### src/rtl/ndc_map_scheduler.sv
// ndc_map_scheduler: round-robin front end for a shared, fixed-latency
// vertex_ndc_map pipeline. Requester IDs ride alongside in an in-order tag
// FIFO. A credit counter reserves a result slot for every issued point.
// Canvas-dimension changes wait until the pipeline has drained.
// Optional build macro NDC_SCHED_PERF_EN adds three 32-bit perf counters.
module ndc_map_scheduler #(
  parameter int NUM_REQ      = 4,
  parameter int PIPE_LATENCY = 23,
  parameter int OUT_DEPTH    = 32,
  parameter int ID_W         = $clog2(NUM_REQ)
) (
  input  logic                     clk,
  input  logic                     rst,
  input  logic [NUM_REQ-1:0]       req_valid,
  input  logic [NUM_REQ-1:0][31:0] req_pt,
  output logic [NUM_REQ-1:0]       req_ready,
  input  logic [31:0]              dims_in,
  input  logic                     dims_update,
  output logic                     dims_busy,
  output logic [31:0]              map_pt,
  output logic [31:0]              map_dims,
  output logic                     map_valid,
  input  logic [31:0]              ndc_pt,
  input  logic                     ndc_pt_valid,
  output logic                     resp_valid,
  input  logic                     resp_ready,
  output logic [31:0]              resp_pt,
  output logic [ID_W-1:0]          resp_id,
`ifdef NDC_SCHED_PERF_EN
  output logic [31:0]              perf_issued,
  output logic [31:0]              perf_stall_credit,
  output logic [31:0]              perf_stall_drain,
`endif
  output logic                     tag_error
);
  localparam int TAG_DEPTH = PIPE_LATENCY + 1;
  localparam int TAG_AW    = $clog2(TAG_DEPTH);
  localparam int TAG_CW    = $clog2(TAG_DEPTH + 1);
  localparam int OUT_AW    = $clog2(OUT_DEPTH);
  localparam int CRD_W     = $clog2(OUT_DEPTH + 1);

  typedef enum logic [1:0] {RUN, DRAIN, LOAD} state_t;
  typedef struct packed {
    logic [ID_W-1:0] id;
    logic [31:0]     pt;
  } res_t;

  state_t            state, state_nxt;
  logic              arb_en, load_now, active;
  logic [ID_W-1:0]   last_grant, gnt_idx, cand;
  logic              found, issue;
  logic [CRD_W-1:0]  credits;
  logic [31:0]       pending_dims;

  logic [ID_W-1:0]   tag_mem [TAG_DEPTH];
  logic [TAG_AW-1:0] tag_wr, tag_rd;
  logic [TAG_CW-1:0] tag_cnt;
  logic              tag_empty, tag_pop;

  res_t              res_mem [OUT_DEPTH];
  logic [OUT_AW-1:0] res_wr, res_rd;
  logic [CRD_W-1:0]  res_cnt;
  logic              res_full, res_pop, res_wr_en;

  assign tag_empty = (tag_cnt == '0);
  assign tag_pop   = ndc_pt_valid & ~tag_empty;
  assign res_full  = (res_cnt == CRD_W'(OUT_DEPTH));
  assign resp_valid = (res_cnt != '0);
  assign res_pop   = resp_valid & resp_ready;
  // a full FIFO still accepts a result when the head leaves the same cycle
  assign res_wr_en = tag_pop & (~res_full | res_pop);
  assign resp_pt   = resp_valid ? res_mem[res_rd].pt : '0;
  assign resp_id   = resp_valid ? res_mem[res_rd].id : '0;

  // state register
  always_ff @(posedge clk or negedge rst)
    if (!rst) state <= RUN;
    else      state <= state_nxt;

  // next-state: strobe starts a drain, empty tag FIFO allows the load
  always_comb begin
    state_nxt = state;
    case (state)
      RUN:     if (dims_update) state_nxt = DRAIN;
      DRAIN:   if (tag_empty)   state_nxt = LOAD;
      LOAD:    state_nxt = RUN;
      default: state_nxt = RUN;
    endcase
  end

  // state-decoded controls
  always_comb begin
    arb_en   = (state == RUN);
    load_now = (state == LOAD);
  end

  // keeps grants off during the cycle reset is released
  always_ff @(posedge clk or negedge rst)
    if (!rst) active <= 1'b0;
    else      active <= 1'b1;

  // round-robin search starting just past the last winner
  always_comb begin
    found   = 1'b0;
    gnt_idx = '0;
    cand    = '0;
    for (int k = 1; k <= NUM_REQ; k++) begin
      cand = ID_W'((int'(last_grant) + k) % NUM_REQ);
      if (!found && req_valid[cand]) begin
        found   = 1'b1;
        gnt_idx = cand;
      end
    end
  end

  assign issue     = found & active & arb_en & (credits != '0);
  assign req_ready = issue ? (NUM_REQ'(1) << gnt_idx) : '0;

  // issue registers, grant pointer and credits
  always_ff @(posedge clk or negedge rst)
    if (!rst) begin
      map_valid  <= 1'b0;
      map_pt     <= '0;
      last_grant <= ID_W'(NUM_REQ - 1);
      credits    <= CRD_W'(OUT_DEPTH);
    end else begin
      map_valid <= issue;
      if (issue) begin
        map_pt     <= req_pt[gnt_idx];
        last_grant <= gnt_idx;
      end
      case ({issue, res_pop})
        2'b10:   credits <= credits - CRD_W'(1);
        2'b01:   credits <= credits + CRD_W'(1);
        default: credits <= credits;
      endcase
    end

  // dimension staging; a strobe during LOAD still wins
  always_ff @(posedge clk or negedge rst)
    if (!rst) begin
      pending_dims <= '0;
      map_dims     <= '0;
      dims_busy    <= 1'b0;
    end else begin
      if (dims_update) pending_dims <= dims_in;
      if (load_now) begin
        map_dims  <= dims_update ? dims_in : pending_dims;
        dims_busy <= 1'b0;
      end else if (arb_en && dims_update) begin
        dims_busy <= 1'b1;
      end
    end

  // tag FIFO storage
  always_ff @(posedge clk)
    if (issue) tag_mem[tag_wr] <= gnt_idx;

  // tag FIFO pointers
  always_ff @(posedge clk or negedge rst)
    if (!rst) begin
      tag_wr  <= '0;
      tag_rd  <= '0;
      tag_cnt <= '0;
    end else begin
      if (issue)   tag_wr <= (tag_wr == TAG_AW'(TAG_DEPTH - 1)) ? '0 : tag_wr + TAG_AW'(1);
      if (tag_pop) tag_rd <= (tag_rd == TAG_AW'(TAG_DEPTH - 1)) ? '0 : tag_rd + TAG_AW'(1);
      case ({issue, tag_pop})
        2'b10:   tag_cnt <= tag_cnt + TAG_CW'(1);
        2'b01:   tag_cnt <= tag_cnt - TAG_CW'(1);
        default: tag_cnt <= tag_cnt;
      endcase
    end

  // result FIFO storage
  always_ff @(posedge clk)
    if (res_wr_en) res_mem[res_wr] <= '{id: tag_mem[tag_rd], pt: ndc_pt};

  // result FIFO pointers
  always_ff @(posedge clk or negedge rst)
    if (!rst) begin
      res_wr  <= '0;
      res_rd  <= '0;
      res_cnt <= '0;
    end else begin
      if (res_wr_en) res_wr <= (res_wr == OUT_AW'(OUT_DEPTH - 1)) ? '0 : res_wr + OUT_AW'(1);
      if (res_pop)   res_rd <= (res_rd == OUT_AW'(OUT_DEPTH - 1)) ? '0 : res_rd + OUT_AW'(1);
      case ({res_wr_en, res_pop})
        2'b10:   res_cnt <= res_cnt + CRD_W'(1);
        2'b01:   res_cnt <= res_cnt - CRD_W'(1);
        default: res_cnt <= res_cnt;
      endcase
    end

  // sticky error: orphan result or result with nowhere to go
  always_ff @(posedge clk or negedge rst)
    if (!rst) tag_error <= 1'b0;
    else if (ndc_pt_valid && (tag_empty || (res_full && !res_pop))) tag_error <= 1'b1;

`ifdef NDC_SCHED_PERF_EN
  // performance counters, free-running wrap
  always_ff @(posedge clk or negedge rst)
    if (!rst) begin
      perf_issued       <= '0;
      perf_stall_credit <= '0;
      perf_stall_drain  <= '0;
    end else begin
      if (issue) perf_issued <= perf_issued + 32'd1;
      if (|req_valid && credits == '0) perf_stall_credit <= perf_stall_credit + 32'd1;
      if (|req_valid && !arb_en) perf_stall_drain <= perf_stall_drain + 32'd1;
    end
`endif
endmodule
### config.mk
export PLATFORM = sky130hd
export DESIGN_NAME = ndc_map_scheduler
export DESIGN_NICKNAME = d
export VERILOG_FILES = /design/src/rtl/ndc_map_scheduler.sv
export SDC_FILE = /design/constraint.sdc
export NUM_CORES = 2
export LEC_CHECK = 0
export CAP_MARGIN = 10
export CORE_UTILIZATION = 36
export CTS_CLUSTER_SIZE = 20
export DETAILED_ROUTE_END_ITERATION = 6
export PLACE_DENSITY = 0.64
export REMOVE_ABC_BUFFERS = 1
export SLEW_MARGIN = 20
export SYNTH_ARGS = -nofsm -noshare
export SYNTH_HDL_FRONTEND = slang
export SYNTH_SLANG_ARGS = --single-unit
### constraint.sdc
create_clock -name clk -period 8.36 [get_ports clk]
set_clock_uncertainty 0.1 [all_clocks]
set_input_delay 1.672 -clock clk [delete_from_list [all_inputs] [get_ports clk]]
set_output_delay 1.672 -clock clk [all_outputs]
set_load 0.03 [all_outputs]
==> results summary <==
The aggregate negative setup slack came out at 0 ns. The clock insertion delay at the later pin of the skew report came out at 0.78 ns. For this run, the detailed router's first-pass iteration total came to 7.

Summed over all layers, the global routing overflow is 0. The via count of the routed design came out at 25300. Among all flip-flop cells after synthesis, the most frequent one is edfxtp_1. The standard cell area after detailed placement came out at 56600 um2. The pin count of the biggest net entering global routing is 92. The number of synthesized flops with an enable pin is 1136. After detailed routing, the average wire length per cell comes to 24.6 um. The worst-case reg-to-reg path depth came out at 7. The worst-margin pin slew came out at 1.13 ns. The synthesized netlist devotes 0.732% of its cell area to adder and majority cells.

The run finished with clean final reports. The startpoint identified for the worst register-to-register timing path is tag_cnt[0]$_DFFE_PN0P_. For met1 alone, demand over resource in global routing was 21.9%.

The post-CTS setup-driven buffer insertion count is 0. The global-route track usage on met3 came out at 4.36%. The slowest stage of the critical path is the buf_4 cell. The area overhead of the layout relative to synthesis is 19.4%. The standard-cell row count is 137. After synthesis, the largest family of logic cells by area is multiplexers. The cell area after synthesis came out at 50900 um2. Summing the areas of all xor and xnor instances in the mapped netlist gives 0.258% of the synthesized area. The average instance area after synthesis came out at 20.4 um2.

The share of the yosys chip area belonging to registers came out at 74.0%. The port buffer count came out at 306. The via count of the first global-routing pass is 26400. The number of max-capacitance violations reported is 0.

The finished cells cover 60800 um2. The critical path data arrival time came out at 4.31 ns. Ranked by total cell area, the synthesized netlist is headed by edfxtp_1, mux4_2, dfrtp_1, mux2_2, mux2i_1. Across all register-to-register paths, the minimum setup slack is 4.42 ns. The area of the core is 140000 um2. The sum of net half-perimeters after detailed placement came out at 66.9 mm. The number of buffers created by CTS is 134. The number of instances in the synthesized netlist is 2499.

The number of nets with antenna violations after detailed routing is 0. For the worst setup path, the data required time is 6.59 ns. The category of the worst setup path launch point is a flip-flop. The path with the worst hold slack has its endpoint at tag_cnt[4]$_DFFE_PN0P_. The number of buffers and inverters on the critical path is 2. The worst hold path stage count came out at 1. TritonCTS built the clock tree.

The type of the worst setup path is flip-flop to output port. The number of sinks driven by the clock tree came out at 1277. For this design the static power due to leakage is 20.3 nW.

The global router's overall resource usage is 16.8%. The portion of netlist area occupied by mux cells came out at 19.9%. Headroom to the max-slew limit came out at 24.5%. The most heavily used metal layer in global routing is met2. The kind of cell with the highest combined delay on the critical path is buffers and inverters. The share of synthesized cell area in and, or, nand and nor gates is 2.10%. The post-cts resize count is 0.

The timing-limited maximum frequency is 165 MHz. The cell taking the most area after synthesis is edfxtp_1. The chip height came out at 378 um. The worst path uses 72.7% of the clock period. The share of the synthesized area in compound gates (AO/OA/AOI/OAI) came out at 1.73%. The final routed DRC violation total came out at 0.

After synthesis, the share of flip-flops with an asynchronous set or reset is 11.0%. The number of pins with negative max-slew slack in the final report is 0. The count of non-filler cells in the finished layout came out at 4837. The synthesized design devotes to its leading area cell type 67.0% of total area. The number of endpoints failing setup at the final stage is 0. The area of the die came out at 143000 um2. Walking the worst path, the cells encountered are buf_4, mux4_2, mux2i_1, nor2_1, a21oi_1, o22ai_1, clkdlybuf4s50_1.

The wire length reported by the detailed router came out at 119 mm. The end of the worst register-to-register path is res_mem[28][17]$_DFFE_PP_. The maximum buffer depth of the clock tree came out at 3. The overall die width is 378 um. The highest fanout seen on the critical path came out at 64.

The number of synthesized register bits came out at 1277. The post-layout utilization of the core is 43.5%. The cell sitting at the root of the clock tree is a clkbuf_16.

The final layout contains 3091 nets. The routing usage on met2 is 27.0%. Setup repair after global routing left no endpoint under its margin. The clock tree synthesis step divided the H-tree into 4 levels. The number of antenna violations at the first check in global routing came out at 7. After filler insertion, the fill cell instance count of the layout stands at 12200. Across the VDD grid, the largest voltage drop is 268 uV.

The count of hold buffers inserted by post-cts repair is 0. The worst path needs 6.08 ns of the cycle, external delays included. The tightest min-delay check is of the flip-flop to flip-flop type.

The starting utilization of the core area is 36.4%. In the final layout, the share of cells above drive strength 1 is 26.0%. The hold path startpoint is tag_cnt[4]$_DFFE_PN0P_. The number of placed instances, taps included is 4602. The vias per cell is 5.22. During I/O placement, the number of pins put on the boundary was 307. The number of DRC violations after detailed-routing iteration 0 is 2298. The yosys synthesis warning count is 0. The clock slew at the register clock pins of the worst setup and hold paths is 0.06 ns.

The hold violation total from the final report came out at 0. The kind of end point of the critical path is an output port. The number of distinct library cell variants in the gate-level netlist after synthesis came out at 57. The global-route wire length before repair is 175 mm. The final weighted congestion of routability-driven global placement is 0.745. The maximum cell stage delay along the critical path is 0.79 ns.

The total power divided by cell area came out at 336 nW/um2.
-- report_power, final --
group          total [W]  switching (W)  internal [W]
sequential       0.00815       0.000441       0.00771
combinational    0.00652        0.00360       0.00292
clock            0.00576        0.00252       0.00324
total             0.0204        0.00656        0.0139
-- synth_stat cells, types with 3 or more instances --
| cell type | instances |
|---|---|
| a21oi_1 | 79 |
| nor3_1 | 7 |
| or4_1 | 3 |
| nor2_1 | 141 |
| o22ai_1 | 34 |
| inv_1 | 17 |
| xnor2_1 | 10 |
| clkbuf_1 | 66 |
| a21o_1 | 7 |
| edfxtp_1 | 1136 |
| mux2i_1 | 168 |
| a211oi_1 | 3 |
| fa_1 | 3 |
| o21ai_0 | 21 |
| and3_1 | 4 |
| buf_2 | 45 |
| dfstp_2 | 3 |
| xor2_1 | 5 |
| buf_1 | 21 |
| nand3b_1 | 6 |
| mux2_2 | 179 |
| nand2_1 | 31 |
| ha_1 | 25 |
| nand2b_1 | 5 |
| dfrtp_1 | 138 |
| buf_4 | 4 |
| nand3_1 | 10 |
| mux4_2 | 286 |
| nor4_1 | 4 |
-- how the worst max path moves through the flow --
stage                     startpoint           end  cells past startpoint
3_5_place_dp            req_valid[3]  req_ready[2]                      8
6_report       res_rd[1]$_DFFE_PN0P_    resp_pt[3]                      7
2_1_floorplan  res_rd[0]$_DFFE_PN0P_    resp_id[0]                      5
5_1_grt                 req_valid[1]  req_ready[2]                      8
3_3_place_gp            req_valid[1]  req_ready[2]                      8
4_1_cts        res_rd[1]$_DFFE_PN0P_    resp_id[0]                      6
-- metal layers --
metal / routed length, um / part of all wire (%)
met2: 57100 / 48
met4: 3200 / 2.7
met1: 49200 / 41
met5: 84 / 0.071
met3: 9490 / 8.0
-- cell usage in the layout (no fill, tap or decap), types with 4 or more instances in the layout --
cell type,n
edfxtp_1,1136
clkdlybuf4s50_1,291
mux4_2,286
mux2_2,179
mux2i_1,168
clkbuf_16,135
dfrtp_1,134
nor2_1,109
a21oi_1,78
buf_4,48
o22ai_1,34
nor2_4,32
clkbuf_1,31
nand2_1,29
clkinv_1,29
ha_1,25
o21ai_0,21
inv_1,17
buf_2,14
clkinv_2,12
nand3_1,10
xnor2_1,10
nor3_1,7
a21o_1,7
bufinv_16,7
nand3b_1,6
clkinv_16,6
xor2_1,5
buf_16,5
buf_12,5
nor4_1,4
and3_1,4
nand2b_1,4
inv_6,4
dfrtp_4,4
-- final cells by class --
| type | instances | area (um2) | share of cell area [%] |
|---|---|---|---|
| Multi-Input combinational cell | 1066 | 12900 | 21.2 |
| Timing Repair Buffer | 364 | 3590 | 5.91 |
| Tap cell | 1876 | 2350 | 3.86 |
| Sequential cell | 1277 | 37700 | 62.0 |
| Clock inverter | 66 | 711 | 1.17 |
| Clock buffer | 168 | 3520 | 5.80 |
| Inverter | 19 | 71.3 | 0.117 |
| Antenna cell | 1 | 2.50 | 0.00412 |
-- metrics by stage --
stage                     hold slack, ns  worst slack (ns)  total power (W)
after floorplan                    0.343             -5.51           0.0136
after global placement             0.353              2.27           0.0149
after detailed placement           0.363              2.24           0.0149
after CTS                          0.372              2.19           0.0207
after global routing               0.387              2.06           0.0213
final                              0.371              2.28           0.0204
-- logic make-up after synthesis --
| family | after synthesis |
|---|---|
| DFF | 1277 |
| buffers and inverters | 156 |
| other | 1 |
| and+or+nand+nor | 234 |
| muxes | 633 |
| AOI/OAI and AO/OA | 155 |
| adders and majority gates | 28 |
| xor gates and xnor gates | 15 |
-- flip-flops by register name, summed over array words and instances, names as in the netlist, 6 cells and up --
register and count:
pending_dims 32, map_dims 32, tag_mem 48, res_mem 1088
credits 6, res_cnt 6, map_pt 32
Power figures use the tool's default switching activity.
